===== src/rtl/motion_estimation_if.sv =====
// Search handshake and data bundle for motion_estimation.
// master = requester, slave = estimator.
interface motion_estimation_if #(
    parameter int MB_SIZE        = 4,
    parameter int PIXEL_WIDTH    = 8,
    parameter int REF_FRAME_SIZE = 8,
    parameter int SAD_WIDTH      = PIXEL_WIDTH + $clog2(MB_SIZE * MB_SIZE)
);
    logic                   start;
    logic [PIXEL_WIDTH-1:0] ref_frame [REF_FRAME_SIZE][REF_FRAME_SIZE];
    logic [PIXEL_WIDTH-1:0] curr_mb   [MB_SIZE][MB_SIZE];
    logic                   busy;
    logic                   done;
    logic [5:0]             mv_x;
    logic [5:0]             mv_y;
    logic [SAD_WIDTH-1:0]   min_sad;

    modport master (
        output start, ref_frame, curr_mb,
        input  busy, done, mv_x, mv_y, min_sad
    );

    modport slave (
        input  start, ref_frame, curr_mb,
        output busy, done, mv_x, mv_y, min_sad
    );
endinterface


===== src/rtl/motion_estimation.sv =====
// Full-search SAD motion estimator, one candidate per clock in raster order.
// Define ME_EARLY_TERM_EN to stop the search at the first zero-SAD candidate.
module motion_estimation #(
    parameter int MB_SIZE        = 4,
    parameter int PIXEL_WIDTH    = 8,
    parameter int REF_FRAME_SIZE = 8,
    parameter int SAD_WIDTH      = PIXEL_WIDTH + $clog2(MB_SIZE * MB_SIZE)
) (
    input logic                clk,
    input logic                reset,
    motion_estimation_if.slave bus
);
    localparam int N  = REF_FRAME_SIZE - MB_SIZE + 1;
    localparam int CW = (N > 1) ? $clog2(N) : 1;
    localparam int RW = (REF_FRAME_SIZE > 1) ? $clog2(REF_FRAME_SIZE) : 1;
    localparam int PW = PIXEL_WIDTH;
    localparam logic [CW-1:0] LAST = CW'(N - 1);

`ifdef ME_EARLY_TERM_EN
    localparam bit EARLY = 1'b1;
`else
    localparam bit EARLY = 1'b0;
`endif

    typedef enum logic [1:0] {IDLE, SEARCH, DONE} state_t;

    state_t               state;
    logic [CW-1:0]        cx, cy;
    logic [CW-1:0]        best_x, best_y;
    logic [SAD_WIDTH-1:0] best_sad;
    logic [PW-1:0]        ref_q [REF_FRAME_SIZE][REF_FRAME_SIZE];
    logic [PW-1:0]        cur_q [MB_SIZE][MB_SIZE];

    logic [SAD_WIDTH-1:0] sad;
    logic [PW-1:0]        rp;
    logic signed [PW:0]   d;
    logic [PW:0]          ad;
    logic                 acc;
    logic                 fin;

    // Input snapshot; only taken on the IDLE->SEARCH edge.
    always_ff @(posedge clk) begin
        if (state == IDLE && bus.start) begin
            ref_q <= bus.ref_frame;
            cur_q <= bus.curr_mb;
        end
    end

    always_comb begin
        sad = '0;
        rp  = '0;
        d   = '0;
        ad  = '0;
        for (int i = 0; i < MB_SIZE; i++) begin
            for (int j = 0; j < MB_SIZE; j++) begin
                rp  = ref_q[RW'(i) + RW'(cy)][RW'(j) + RW'(cx)];
                d   = $signed({1'b0, cur_q[i][j]}) - $signed({1'b0, rp});
                ad  = d[PW] ? (PW+1)'(-d) : (PW+1)'(d);
                sad = sad + SAD_WIDTH'(ad);
            end
        end
    end

    // First candidate always wins; later ones only on a strict improvement.
    assign acc = ((cx == '0) && (cy == '0)) || (sad < best_sad);
    assign fin = ((cx == LAST) && (cy == LAST))
               || (EARLY && acc && (sad == '0));

    always_ff @(posedge clk or posedge reset) begin
        if (reset) begin
            state       <= IDLE;
            cx          <= '0;
            cy          <= '0;
            best_x      <= '0;
            best_y      <= '0;
            best_sad    <= '0;
            bus.busy    <= 1'b0;
            bus.done    <= 1'b0;
            bus.mv_x    <= '0;
            bus.mv_y    <= '0;
            bus.min_sad <= '0;
        end else begin
            unique case (state)
                IDLE: begin
                    bus.done <= 1'b0;
                    if (bus.start) begin
                        state    <= SEARCH;
                        bus.busy <= 1'b1;
                        cx       <= '0;
                        cy       <= '0;
                    end
                end
                SEARCH: begin
                    if (acc) begin
                        best_sad <= sad;
                        best_x   <= cx;
                        best_y   <= cy;
                    end
                    if (fin) begin
                        state       <= DONE;
                        bus.busy    <= 1'b0;
                        bus.done    <= 1'b1;
                        bus.mv_x    <= acc ? 6'(cx) : 6'(best_x);
                        bus.mv_y    <= acc ? 6'(cy) : 6'(best_y);
                        bus.min_sad <= acc ? sad : best_sad;
                    end else if (cx == LAST) begin
                        cx <= '0;
                        cy <= cy + 1'b1;
                    end else begin
                        cx <= cx + 1'b1;
                    end
                end
                DONE: begin
                    bus.done <= 1'b0;
                    state    <= IDLE;
                end
                default: state <= IDLE;
            endcase
        end
    end
endmodule


===== src/flat_wrapper.sv =====
// flat-port wrapper written by rule: the top's interface ports become plain ports
module motion_estimation_flat 
#(
    parameter int MB_SIZE        = 4,
    parameter int PIXEL_WIDTH    = 8,
    parameter int REF_FRAME_SIZE = 8,
    parameter int SAD_WIDTH      = PIXEL_WIDTH + $clog2(MB_SIZE * MB_SIZE)
)
  (clk, reset, bus_start, bus_ref_frame, bus_curr_mb, bus_busy, bus_done, bus_mv_x, bus_mv_y, bus_min_sad);
  motion_estimation_if #(.MB_SIZE(MB_SIZE), .PIXEL_WIDTH(PIXEL_WIDTH), .REF_FRAME_SIZE(REF_FRAME_SIZE), .SAD_WIDTH(SAD_WIDTH)) bus_i ();
  input logic clk;
  input logic reset;
  input wire logic [$bits(bus_i.start)-1:0] bus_start;
  input wire logic [$bits(bus_i.ref_frame)-1:0] bus_ref_frame;
  input wire logic [$bits(bus_i.curr_mb)-1:0] bus_curr_mb;
  output wire logic [$bits(bus_i.busy)-1:0] bus_busy;
  output wire logic [$bits(bus_i.done)-1:0] bus_done;
  output wire logic [$bits(bus_i.mv_x)-1:0] bus_mv_x;
  output wire logic [$bits(bus_i.mv_y)-1:0] bus_mv_y;
  output wire logic [$bits(bus_i.min_sad)-1:0] bus_min_sad;
  assign bus_i.start = bus_start;
  assign bus_i.ref_frame = {>>{bus_ref_frame}};
  assign bus_i.curr_mb = {>>{bus_curr_mb}};
  assign bus_busy = bus_i.busy;
  assign bus_done = bus_i.done;
  assign bus_mv_x = bus_i.mv_x;
  assign bus_mv_y = bus_i.mv_y;
  assign bus_min_sad = bus_i.min_sad;
  motion_estimation #(.MB_SIZE(MB_SIZE), .PIXEL_WIDTH(PIXEL_WIDTH), .REF_FRAME_SIZE(REF_FRAME_SIZE), .SAD_WIDTH(SAD_WIDTH)) u_core (.clk(clk), .reset(reset), .bus(bus_i));
endmodule

===== config.mk =====
export PLATFORM = sky130hd
export DESIGN_NAME = motion_estimation_flat
export DESIGN_NICKNAME = d
export VERILOG_FILES = /design/src/rtl/motion_estimation_if.sv /design/src/rtl/motion_estimation.sv /design/src/flat_wrapper.sv
export SDC_FILE = /design/constraint.sdc
export NUM_CORES = 2
export LEC_CHECK = 0
export BUFFER_PORTS_ARGS = -buffer_cell sky130_fd_sc_hd__buf_2
export CAP_MARGIN = 30
export CORE_ASPECT_RATIO = 1.75
export CORE_UTILIZATION = 41
export DETAILED_ROUTE_END_ITERATION = 8
export SYNTH_ARGS = -nofsm -noshare
export SYNTH_HDL_FRONTEND = slang
export SYNTH_SLANG_ARGS = --single-unit

===== constraint.sdc =====
create_clock -name clk -period 66.3 [get_ports clk]
set_input_delay 3.315 -clock clk [delete_from_list [all_inputs] [get_ports clk]]
set_output_delay 3.315 -clock clk [all_outputs]
set_load 0.05 [all_outputs]

## Word level (Yosys, flattened, before mapping)

Index checks and enable logic that the tools add are counted.

| word-level totals | value |
|---|---|
| register bits | 692 |
| logic and storage cells | 280 |
| output and inout port bits | 26 |
| bits of input ports | 643 |

| operators by class | value |
|---|---|
| multiplexer cells | 94 |
| bitwise operators | 8 |
| reduce and logical (&&, ||, !) cells | 17 |
| $lt $le $gt $ge | 9 |
| add/subtract/negate cells | 53 |
| equality and inequality tests | 8 |

Operator list:

| operator | count |
|---|---|
| $bmux 64 s3 | 4 |
| $mux 64 | 8 |
| $bmux 8 s3 | 16 |
| $mux 8 | 32 |
| $add 12x9->12 | 14 |
| $mux 9 | 16 |
| $neg 9->9 | 16 |
| $sub 8x8->9 | 16 |
| $ge 4x4->1 const B | 8 |
| $not 3->4 | 8 |
| $mux 3 | 7 |
| $add 2x3->3 const A | 4 |
| $lt 12x12->1 | 1 |
| $mux 12 | 1 |
| $pmux 3 s2 | 2 |
| $add 9x9->10 | 1 |
| $reduce_and 2->1 | 4 |
| $add 1x3->3 const A | 2 |
| $eq 3x3->1 const B | 2 |
| $logic_not 3->1 | 2 |
| $reduce_and 3->1 | 2 |
| $mux 2 | 2 |
| $ne 2x1->1 const B | 2 |
| $ne 2x2->1 const B | 2 |
| 11 further kinds | 17 |

## Depth between registers and ports, before layout

| depth | value |
|---|---|
| depth in word-level cells | 28 |
| gate-level depth with buffers | 52 |
| mapped depth without buffers | 44 |

## Worst setup path before layout

No wires, ideal clock.

| timing path | value |
|---|---|
| kind | input port to flip-flop |
| start point | in bus_start |
| end point | reg u_core.cx[2] |
| data arrival time | 51.568 ns |
| required time | 66.122 ns |
| path buffers | 0 |
| cell stages on the path | 4 |
| setup slack | 14.554 ns |
| library setup time | 0.178 ns |
| cell sequence | nor3b_1 -> a21oi_1 -> o21ai_0 -> o21ai_0 |

| on the way | value |
|---|---|
| cells in the longest elaborated chain, start to end | 2 |

RTL lines:

| what | RTL line | text |
|---|---|---|
| from (decl) | flat_wrapper.sv:13 | `input wire logic [$bits(bus_i.start)-1:0] bus_start;` |
| $ne 2x2->1 (no source line) | n/a |  |
| $reduce_and 3->1 (no source line) | n/a |  |
| to (signal assigned) | motion_estimation.sv:110 | `cx <= cx + 1'b1;` |
| to (decl) | motion_estimation.sv:28 | `logic [CW-1:0] cx, cy;` |

No other way between the ends.
A chain may end at the register's enable or synchronous reset.

## Worst setup path after layout

| timing path | value |
|---|---|
| start point | reg u_core.cy[0] |
| end point | reg u_core.best_sad[2] |

| on the way | value |
|---|---|
| cells in the longest elaborated chain, start to end | 28 |
| elaborated cells on any way between the ends | 135 |
| those cells by class | 50 x add/sub; 1 x order compare; 77 x mux; 4 x bitwise; 3 x reduce/logical |

RTL lines:

| what | RTL line | text |
|---|---|---|
| from (decl) | motion_estimation.sv:28 |  |
| from (signal assigned) | motion_estimation.sv:108 | `cy <= cy + 1'b1;` |
| $not 3->4 (implied by the code) | motion_estimation.sv:56 | `rp = ref_q[RW'(i) + RW'(cy)][RW'(j) + RW'(cx)];` |
| $bmux 64 s3 | motion_estimation.sv:56 |  |
| $mux 64 (implied by the code) (2 in a row) | motion_estimation.sv:56 |  |
| $bmux 8 s3 | motion_estimation.sv:56 |  |
| $mux 8 (implied by the code) (2 in a row) | motion_estimation.sv:56 |  |
| $sub 8x8->9 | motion_estimation.sv:57 | `d = $signed({1'b0, cur_q[i][j]}) - $signed({1'b0, rp});` |
| $neg 9->9 | motion_estimation.sv:58 | `ad = d[PW] ? (PW+1)'(-d) : (PW+1)'(d);` |
| $mux 9 | motion_estimation.sv:58 |  |
| $add 9x9->10 | motion_estimation.sv:59 | `sad = sad + SAD_WIDTH'(ad);` |
| $add 12x9->12 (14 in a row) | motion_estimation.sv:59 |  |
| $lt 12x12->1 | motion_estimation.sv:65 | `assign acc = ((cx == '0) && (cy == '0)) \|\| (sad < best_sad);` |
| $logic_or 1x1->1 | motion_estimation.sv:65 |  |
| $mux 12 * | n/a |  |
| to (signal assigned) | motion_estimation.sv:76 | `best_sad <= '0;` |
| to (signal assigned) | motion_estimation.sv:95 | `best_sad <= sad;` |
| to (decl) | motion_estimation.sv:30 | `logic [SAD_WIDTH-1:0] best_sad;` |

Every way passes the cells marked *; elsewhere a longest branch is shown, timed or not. The select of a mux whose other input is x is not followed.

==> summary.txt <==
STA
  – Setup TNS: 0 ns
  – Fmax: 67.1 MHz
  – Final setup margin: 51.39 ns
  – Final setup viols: 0
  – Final critical-path share of the clock period: 22.5%
  – Worst slew pin tran: ~1.3 ns
  – Unrepaired setup endpoints after global routing: false
  – Relative slew slack: 13.2%
  – Final Hold Vio Count: 0
  – Final-report max-slew violation count: 0
  – Layout Skew: 0.0309 ns
  – Final worst path period need: 14.91 ns

Placed design
  – DP Area: 55,200 um^2
  – Placed instance count: 6,331
  – Post-place setup slack: just over 50 ns
  – Gpl congestion: approximately 1.0
  – Number of port buffers: 662
  – Detailed Place HPWL: roughly 170,000 um

Detailed routing
  – Post-route DRC: 0
  – DRT Wirelength: 210,000 um
  – DR iter-0 viols: 3,982
  – Detailed-route via count: between 30,000 and 40,000
  – Routed Antenna Nets: 0
  – Vias per inst: 6.05
  – First drt pass iteration count: 6
  – Wire length per cell: 32.5 um

Synthesis
  – Synth area leaders: edfxtp_1 38%, mux4_2 12%, mux2i_1 6.0%, mux2_2 5.3%, fa_1 5.2%
  – Syn Inst Count: 4,228
  – Ys flop type: edfxtp_1
  – Async SR Flop Fraction: 6.71%
  – Number of distinct library cells after synthesis: 78
  – Register area share after synthesis: 40.2%
  – YS warnings: 0
  – Post-synth EDFFs: between 600 and 700
  – Post-synth top area share: 38.0%
  – Syn Std Cell Area: 50,600 um^2
  – #FFs+latches synth: 686
  – Leading area contributor after synthesis: edfxtp_1
  – Syn Area/Cell: 12.0 um^2

Clock tree
  – Root Driver: clkbuf_16
  – Clk buf depth: 3
  – Clock buffer count from CTS: 69
  – CTS Hold Bufs: 0
  – Post-CTS resize count: 0
  – H-tree lvl count: 3
  – CTS Sinks: 686
  – Reg clk slew, reported paths: 0.08 ns
  – CTS tree: done
  – Worst skew pair latency: 0.71 ns
  – Post-CTS Repair Setup Buffers: 0

Worst setup path
  – WP data required: 66.87 ns
  – Critical path depth: 45
  – R2R cell count: 45
  – Worst EP arrival: 15.48 ns
  – Worst R2R Start: u_core.cy[0]
  – Crit path launch: u_core.cy[0]
  – Critical path class: reg -> reg
  – CP top delay family: adder cells
  – Worst reg2reg setup slack: slightly above 50 ns
  – Startpoint type of the worst setup path: flop
  – Largest fanout on the critical path: roughly 180
  – CP bufs+invs: 7
  – Critical Path End Type: flop
  – Crit path top cell by count: fa_1
  – Slowest cell delay on critical path: 0.79 ns
  – Crit-path slowest cell: dfrtp_4
  – CP Capture Point: u_core.best_sad[2]
  – R2r endpoint: u_core.best_sad[2]

Finish
  – Share of cells above drive strength 1: 28.5%
  – Fin area: 57,600 um^2
  – Area growth, synth to finish: 13.8%
  – Post-route insts no fill: roughly 6,500
  – Final nets: between 5,000 and 6,000

Global routing
  – Initial antenna violation count: 12
  – Grt ovf: 0
  – Largest net degree at the start of global routing: roughly 190
  – Global-route wire length before repair: 285,000 um
  – Vias in the first global route: 38,536
  – GRT Overall Usage: 33.2%

Outcome
  – Status: completed

Die
  – Initial Util: 41.3%
  – Die Width: 268 um
  – Row cnt: 170
  – CORE AREA: 123,000 um^2
  – Die Ht: 467 um
  – I/O Pins: roughly 670
  – Die ar.: 125,000 um^2

Job
  – Max-cap violations: 0

Hold path
  – Hold WC Path Type: reg -> reg
-- Yosys cell counts, drive strengths merged, types with 9 or more instances --
| master | instances |
|---|---|
| a21oi | 159 |
| buf | 139 |
| nor3 | 39 |
| and3 | 12 |
| o211ai | 21 |
| o22a | 9 |
| mux2i | 305 |
| nand4 | 18 |
| nand3 | 40 |
| a31oi | 30 |
| mux4 | 259 |
| mux2 | 286 |
| nand3b | 10 |
| a211oi | 33 |
| o21a | 27 |
| a21o | 54 |
| clkbuf | 124 |
| nor2b | 10 |
| nand2 | 294 |
| ha | 191 |
| a221oi | 35 |
| o21bai | 15 |
| o221ai | 14 |
| o22ai | 170 |
| o21ai | 282 |
| dfrtp | 46 |
| xnor2 | 111 |
| fa | 131 |
| o31ai | 26 |
| or4 | 9 |
| xor2 | 86 |
| nor2 | 292 |
| inv | 191 |
| nand2b | 24 |
| edfxtp | 640 |
-- sequential cells by signal, indices dropped and copies added, names as in the netlist --
register and count:
u_core.bus.done 1, u_core.best_x 3, u_core.ref_q 512, u_core.bus.busy 1
u_core.state 2, u_core.cx 3, u_core.cur_q 128, u_core.best_sad 12
u_core.best_y 3, u_core.cy 3, u_core.bus.mv_y 3, u_core.bus.min_sad 12
u_core.bus.mv_x 3
-- stage by stage --
stage               hold WS, ns  util (%)
floorplan                 0.456         -
global placement          0.459      45.0
detailed placement        0.462      45.1
CTS                       0.478      46.9
global route              0.496      47.0
finish                    0.473      47.0
-- layout make-up --
type,count,area (um^2)
Clock inverter,45,515
Antenna cell,7,17.5
Clock buffer,79,1760
Fill cell,11245,64900
Multi-Input combinational cell,3093,28200
Tap cell,1634,2040
Timing Repair Buffer,730,3940
Sequential cell,686,20400
Inverter,191,726
-- kinds of logic after synthesis --
| logic type | share of synthesized area (%) |
|---|---|
| buf+inv | 4.24 |
| simple gates | 6.96 |
| mux | 23.9 |
| fa+ha+maj | 9.90 |
| compound gates | 11.2 |
| other cells | 0.00741 |
| xor+xnor | 3.50 |
| flops | 40.2 |
-- how the worst min path moves through the flow --
stage	cells past startpoint	endpoint	slack, ns	from
after global routing	2	u_core.bus.min_sad[8]	0.50	u_core.bus.min_sad[8]
after floorplan	1	u_core.best_y[2]	0.46	u_core.best_y[2]
after global placement	1	u_core.bus.busy	0.46	u_core.bus.busy
after detailed placement	2	u_core.bus.mv_y[0]	0.46	u_core.bus.mv_y[0]
after CTS	2	u_core.bus.mv_y[0]	0.48	u_core.bus.mv_y[0]
final	2	u_core.bus.mv_y[0]	0.47	u_core.bus.mv_y[0]
-- per-layer routing --
layer | part of all wire, % | vias up | wire, um | global-route usage [%]
li1 | - | 17300 | - | -
met1 | 35 | 19559 | 72800 | 35.5
met2 | 48 | 1817 | 101000 | 55.8
met3 | 6.2 | 436 | 13100 | 5.18
met4 | 11 | 10 | 22600 | 30.5
met5 | 0.033 | - | 69 | 0
-- placed cells by master (no fill, tap or decap), types with 26 or more instances in the layout --
cell | netlist | layout
o21ai_1 | 111 | 111
a21oi_1 | 159 | 159
nand3_1 | 40 | 40
a211oi_1 | 33 | 33
mux2_2 | 240 | 240
nor2_1 | 292 | 291
o21a_1 | 27 | 27
mux2i_1 | 305 | 305
nor3_1 | 38 | 38
dfrtp_1 | 46 | 42
a221oi_1 | 35 | 35
o21ai_0 | 170 | 170
xor2_1 | 84 | 84
fa_1 | 131 | 131
o22ai_1 | 170 | 170
nand2_1 | 294 | 291
a31oi_1 | 30 | 30
xnor2_1 | 110 | 109
a21o_1 | 54 | 54
edfxtp_1 | 640 | 640
buf_2 | 31 | 669
o31ai_1 | 26 | 26
mux4_2 | 259 | 259
inv_1 | 189 | 186
mux2_1 | 44 | 44
buf_4 | 45 | 50
ha_1 | 191 | 190
clkbuf_16 | 0 | 69
-- worst reg2reg max path, delay by kind of cell (launching register included) --
family	cells	cell delay, ns
buffers and inverters	7	2.40
multiplexers	3	1.31
AND/OR/NAND/NOR	4	0.60
flip-flops	1	0.79
AO/OA/AOI/OAI	18	4.27
XOR/XNOR	2	0.68
adder cells (fa/ha/maj)	11	4.71
Power is left out: the tool's default activity adds up to more than one toggle a clock period on the data nets, which glitch-free logic cannot reach.
